[src/rtl/spi_master.sv]
// -----------------------------------------------------------------------------
// spi_master
//   SPI mode-0 (CPOL=0, CPHA=0) master, one 8-bit MSB-first full-duplex
//   transfer per accepted start request. SCK half-period = CLK_DIV clk_i cycles.
//   Frame: SETUP (CLK_DIV) + 16 SCK half-periods + HOLD (CLK_DIV) with SS low,
//   then GUARD (CLK_DIV) with SS high before the next start can be accepted.
//   Every output comes straight from a flop.
//
//   Optional build macro: SPI_MASTER_MISO_SYNC_EN
//     defined   -> MISO goes through a 2-flop synchronizer (CLK_DIV >= 4)
//     undefined -> MISO sampled directly               (CLK_DIV >= 2)
// -----------------------------------------------------------------------------
module spi_master #(
    parameter logic [7:0] CLK_DIV = 8'd4
) (
    input  logic       clk_i,
    input  logic       reset_ni,
    input  logic       start_i,
    input  logic [7:0] tx_data_i,
    output logic       busy_o,
    output logic       done_o,
    output logic [7:0] rx_data_o,
    output logic       SS,
    output logic       SCK,
    output logic       MOSI,
    input  logic       MISO
);

    typedef enum logic [2:0] {
        IDLE,
        SETUP,
        XFER,
        HOLD,
        GUARD
    } state_t;

    // Last count of every phase; the counter reloads to zero on each phase change.
    localparam logic [7:0] TERM_CNT = CLK_DIV - 8'd1;

    state_t     state_q, state_d;
    logic [7:0] cnt_q, cnt_d;
    logic [3:0] half_q, half_d;       // SCK half-period index inside XFER
    logic [6:0] tx_q, tx_d;           // remaining bits; bit 7 already sits on MOSI
    logic [7:0] rx_q, rx_d;           // receive shifter
    logic       ss_d, sck_d, mosi_d, busy_d, done_d;
    logic [7:0] rx_data_d;
    logic       miso_s;               // MISO as seen by the receive shifter
    logic       term;

`ifdef SPI_MASTER_MISO_SYNC_EN
    logic miso_meta_q, miso_sync_q;

    // Two-flop synchronizer for an asynchronous MISO source.
    always_ff @(posedge clk_i or negedge reset_ni) begin
        if (!reset_ni) begin
            miso_meta_q <= 1'b0;
            miso_sync_q <= 1'b0;
        end else begin
            miso_meta_q <= MISO;
            miso_sync_q <= miso_meta_q;
        end
    end

    assign miso_s = miso_sync_q;

    // The synchronizer delay must fit inside the SCK-low half-period.
    always_ff @(posedge clk_i) begin
        assert (CLK_DIV >= 8'd4)
            else $error("spi_master: CLK_DIV must be >= 4 when MISO sync is enabled");
    end
`else
    assign miso_s = MISO;

    // A half-period shorter than two cycles would break the SETUP/XFER timing.
    always_ff @(posedge clk_i) begin
        assert (CLK_DIV >= 8'd2)
            else $error("spi_master: CLK_DIV must be >= 2");
    end
`endif

    assign term = (cnt_q == TERM_CNT);

    // Next-state and next-output logic for the transfer sequencer.
    always_comb begin
        // NOTE: every variable gets a default first, so no branch can leave one
        // unassigned and infer a latch.
        state_d   = state_q;
        cnt_d     = cnt_q + 8'd1;
        half_d    = half_q;
        tx_d      = tx_q;
        rx_d      = rx_q;
        ss_d      = SS;
        sck_d     = SCK;
        mosi_d    = MOSI;
        busy_d    = busy_o;
        done_d    = 1'b0;
        rx_data_d = rx_data_o;

        unique case (state_q)
            IDLE: begin
                cnt_d = 8'd0;
                if (start_i) begin
                    tx_d    = tx_data_i[6:0];
                    mosi_d  = tx_data_i[7];
                    ss_d    = 1'b0;
                    busy_d  = 1'b1;
                    half_d  = 4'd0;
                    state_d = SETUP;
                end
            end

            SETUP: begin
                // First SCK rise: also the first MISO sample.
                if (term) begin
                    cnt_d   = 8'd0;
                    sck_d   = 1'b1;
                    rx_d    = {rx_q[6:0], miso_s};
                    state_d = XFER;
                end
            end

            XFER: begin
                if (term) begin
                    cnt_d  = 8'd0;
                    half_d = half_q + 4'd1;
                    if (half_q == 4'd15) begin
                        // Low half-period after the 8th fall has elapsed.
                        state_d = HOLD;
                    end else if (SCK) begin
                        sck_d = 1'b0;
                        // The 8th fall leaves MOSI on bit 0.
                        if (half_q != 4'd14) begin
                            tx_d   = {tx_q[5:0], 1'b0};
                            mosi_d = tx_q[6];
                        end
                    end else begin
                        sck_d = 1'b1;
                        rx_d  = {rx_q[6:0], miso_s};
                    end
                end
            end

            HOLD: begin
                if (term) begin
                    cnt_d     = 8'd0;
                    ss_d      = 1'b1;
                    done_d    = 1'b1;
                    rx_data_d = rx_q;
                    state_d   = GUARD;
                end
            end

            GUARD: begin
                if (term) begin
                    cnt_d   = 8'd0;
                    busy_d  = 1'b0;
                    state_d = IDLE;
                end
            end

            default: begin
                state_d = IDLE;
            end
        endcase
    end

    // State register.
    always_ff @(posedge clk_i or negedge reset_ni) begin
        if (!reset_ni) begin
            state_q <= IDLE;
        end else begin
            // NOTE: non-blocking assignments for all flops, so every register
            // samples the values from before this edge.
            state_q <= state_d;
        end
    end

    // Datapath and output registers; reset idles the bus at once.
    always_ff @(posedge clk_i or negedge reset_ni) begin
        if (!reset_ni) begin
            cnt_q     <= 8'd0;
            half_q    <= 4'd0;
            tx_q      <= 7'd0;
            rx_q      <= 8'd0;
            SS        <= 1'b1;
            SCK       <= 1'b0;
            MOSI      <= 1'b0;
            busy_o    <= 1'b0;
            done_o    <= 1'b0;
            rx_data_o <= 8'h00;
        end else begin
            cnt_q     <= cnt_d;
            half_q    <= half_d;
            tx_q      <= tx_d;
            rx_q      <= rx_d;
            SS        <= ss_d;
            SCK       <= sck_d;
            MOSI      <= mosi_d;
            busy_o    <= busy_d;
            done_o    <= done_d;
            rx_data_o <= rx_data_d;
        end
    end

endmodule

[config.mk]
export PLATFORM = sky130hd
export DESIGN_NAME = spi_master
export DESIGN_NICKNAME = d
export VERILOG_FILES = /design/src/rtl/spi_master.sv
export SDC_FILE = /design/constraint.sdc
export NUM_CORES = 1
export LEC_CHECK = 0
export CORE_MARGIN = 10
export CORE_UTILIZATION = 50
export DETAILED_ROUTE_END_ITERATION = 12
export PLACE_DENSITY = 0.73
export SLEW_MARGIN = 20
export SYNTH_ARGS = -nofsm -noshare
export SYNTH_HDL_FRONTEND = slang
export SYNTH_SLANG_ARGS = --single-unit
[constraint.sdc]
create_clock -name clk_i -period 3.3 [get_ports clk_i]
set_input_delay 0.99 -clock clk_i [delete_from_list [all_inputs] [get_ports clk_i]]
set_output_delay 0.99 -clock clk_i [all_outputs]
set_load 0.1 [all_outputs]
==> results.sh <==
export IMPL_grt_pass1_wl_mm=7.603
export IMPL_crit_type="flop to flop"
export IMPL_max_cap_violations=0
export IMPL_gpl_congestion=0.8129
export IMPL_mappedNetlistArea_sq_um=2091
export IMPL_crit_path_start_kind="flop"
export IMPL_totalNegativeSetupSlack_ps=0
export IMPL_first_global_vias=1516
export IMPL_postRouteAntennaNets=0
export IMPL_remaining_design_rule_violation_count=0
export IMPL_die_area_sq_um=7168
export IMPL_antenna_cells=0
export IMPL_cp_required_ps=3480
export IMPL_postSynth_asyncResetShare_pct=100.0
export IMPL_cts_tree="done"
export IMPL_synth_top_cells_by_count="sky130_fd_sc_hd__dfrtp_1 (42), sky130_fd_sc_hd__nand3_1 (10), sky130_fd_sc_hd__nor2_1 (10), sky130_fd_sc_hd__nand2_1 (9)"
export IMPL_irDropWorstVdd_mv=0.5018
export IMPL_row_count=23
export IMPL_synthesis_area_per_instance_sq_um=12.16
export IMPL_post_route_period_util_pct=74.10
export IMPL_cts_made_buffers=5
export IMPL_cts_hold_fix_buffers=0
export IMPL_total_routing_resource_utilization_after_global_routing_pct=12.72
export IMPL_h_tree_levels=2
export IMPL_seq_area_frac_synth_pct=51.53
export IMPL_netlist_top_cells_area="sky130_fd_sc_hd__dfrtp_1 (50%), sky130_fd_sc_hd__mux2_4 (5.7%), sky130_fd_sc_hd__mux2_2 (4.3%), sky130_fd_sc_hd__buf_6 (3.2%), sky130_fd_sc_hd__a2bb2oi_1 (2.9%)"
export IMPL_initial_core_util_pct=51.89
export IMPL_netlist_area_leader_share_pct=50.27
export IMPL_drt_first_iter_violations=173
export IMPL_wire_per_inst_um=17.77
export IMPL_worstPathMaxFanout=16
export IMPL_max_freq_mhz=408.9
export IMPL_cts_num_sinks=43
export IMPL_viasPerCell=5.858
export IMPL_timing_slew_headroom_pct=35.75
export IMPL_crit_arrival_ps=2620
export IMPL_synth_area_leader_cell="sky130_fd_sc_hd__dfrtp_1"
export IMPL_postPlaceCellArea_sq_um=2278
export IMPL_final_period_minus_worst_setup_slack_ps=2445
export IMPL_synthCells=172
export IMPL_yosys_most_used_dff="sky130_fd_sc_hd__dfrtp_1"
export IMPL_clock_skew_final_ps=8.083
export IMPL_fin_nets=210
export IMPL_power_density_nw_per_um2=936.4
export IMPL_clkLatencyLatePin_ps=290
export IMPL_worstRegToRegCells=4
export IMPL_area_growth_syn_to_layout_pct=13.05
export IMPL_worstSetupEndpointType="flop"
export IMPL_die_x_um=84.67
export IMPL_status="finished clean"
export IMPL_yosys_warnings=0
export IMPL_drv_slew=0
export IMPL_power_leakage_nw=1.100
export IMPL_globalRouteOverflowTotal=0
export IMPL_hold_viol=0
export IMPL_worstHoldPathType="flop to flop"
export IMPL_number_of_enable_flip_flop_cells_after_synthesis=0
export IMPL_detailroute_via_count=1441
export IMPL_cts_resized=0
export IMPL_die_height_um=84.67
export IMPL_grt_start_max_net_pins=44
export IMPL_report_final_setup_viol=0
export IMPL_synth_most_common_cell="sky130_fd_sc_hd__dfrtp_1"
export IMPL_dp_hpwl_mm=3.144
export IMPL_buffer_ports_inserted=24
export IMPL_worst_slew_pin_transition_ps=963.7
export IMPL_post_route_cells_drive_above_1_share_pct=22.45
export IMPL_postSynthRegisterBits=43
export IMPL_drt_wl_total_mm=4.372
export IMPL_antenna_found_initial=0
export IMPL_design_portCount=25
export IMPL_dr_pass1_iters=4
export IMPL_total_setup_buffers_inserted_after_cts=0
export IMPL_rsz0062_at_grt="false"
export IMPL_synth_net_count=187
export IMPL_post_route_cell_area_sq_um=2364
export IMPL_cts_clk_slew_worst_paths_ps=80
export IMPL_max_buffers_root_to_sink=2
export IMPL_design_core_area_sq_um=4029
export IMPL_cell_at_the_root_of_the_clock_tree="sky130_fd_sc_hd__clkbuf_8"
export IMPL_ys_types=44
export IMPL_hold_path_depth=2
cell type report:
| type | instances | area (sq um) |
|---|---|---|
| clock inverters | 2 | 12.51 |
| multi-input cells | 115 | 913.4 |
| inverters | 6 | 22.52 |
| clock buffers | 6 | 72.57 |
| fillers | 358 | 1665 |
| repair buffers | 24 | 202.7 |
| well taps | 50 | 62.56 |
| flip-flops and latches | 43 | 1077 |
critical path, cell delays in order, from the launching register on:
cell and delay (ps):
sky130_fd_sc_hd__dfrtp_1 670, sky130_fd_sc_hd__or3b_1 640, sky130_fd_sc_hd__o21ai_0 250, sky130_fd_sc_hd__o211a_1 390
sky130_fd_sc_hd__mux2_2 380
placed cells by master, fill, tap and decap left out, drive strengths merged, types with 3 or more instances in the layout:
master | synthesis | final
ha | 3 | 3
nand2 | 9 | 9
dfrtp | 42 | 42
inv | 6 | 6
o21ai | 4 | 4
mux2 | 16 | 16
nand3 | 10 | 10
clkbuf | 0 | 6
nand4 | 4 | 4
nor2 | 10 | 10
o31ai | 8 | 8
xor2 | 5 | 5
buf | 8 | 14
clkdlybuf4s50 | 0 | 10
nand2b | 7 | 7
a2bb2oi | 7 | 7
per-stage QoR:
stage	hold WS, ps	power [mW]	std cells	setup slack, ps	utilization, %
floorplan	469.5	1.689	172	1361	-
finish	495.5	2.213	246	854.5	58.66
global route	525.4	2.344	246	659.2	58.66
CTS	501.1	2.224	246	878.8	58.66
global placement	476.9	1.834	238	848.1	56.55
detailed placement	484.8	1.895	238	713.4	56.55
power by group:
group / switching, mW / total (mW) / internal [mW]
registers: 0.188 / 0.893 / 0.705
clock network: 0.175 / 0.323 / 0.148
logic: 0.645 / 0.998 / 0.353
path summary, 6_finish.rpt:
check / endpoint / slack, ps / start
max: rx_q[1] / 850 / state_q[1]
min: SS / 500 / SS
max reg2reg: rx_q[1] / 850 / state_q[1]
min reg2reg: SS / 500 / SS
max in group asynchronous: half_q[3] / 1860 / reset_ni
min in group asynchronous: busy_o / 850 / reset_ni
routing by layer:
layer / routed length (um) / global-route usage [%] / up-vias
li1: - / - / 666
met2: 2168 / 21.00 / 43
met4: 63 / 3.743 / 0
met5: 0 / 0 / -
met3: 213 / 3.961 / 7
met1: 1926 / 15.46 / 725
registers in the layout, summed over array words and instances (netlist names):
| register | count |
|---|---|
| MOSI | 1 |
| SS | 1 |
| rx_data_o | 8 |
| done_o | 1 |
| rx_q | 8 |
| busy_o | 1 |
| state_q | 3 |
| cnt_q | 8 |
| half_q | 4 |
| SCK | 1 |
| tx_q | 7 |
kinds of logic (layout without fill, tap and decap cells):
kind of cell | count (synthesis) | after routing | synth area share [%]
XOR/XNOR | 7 | 7 | 2.932
AND/OR/NAND/NOR | 53 | 53 | 15.32
AO/OA/AOI/OAI | 34 | 34 | 12.63
adder cells (fa/ha/maj) | 4 | 4 | 2.274
buffers and inverters | 14 | 38 | 4.787
flip-flops | 43 | 43 | 51.53
multiplexers | 17 | 17 | 10.53
Power figures use the tool's default switching activity.
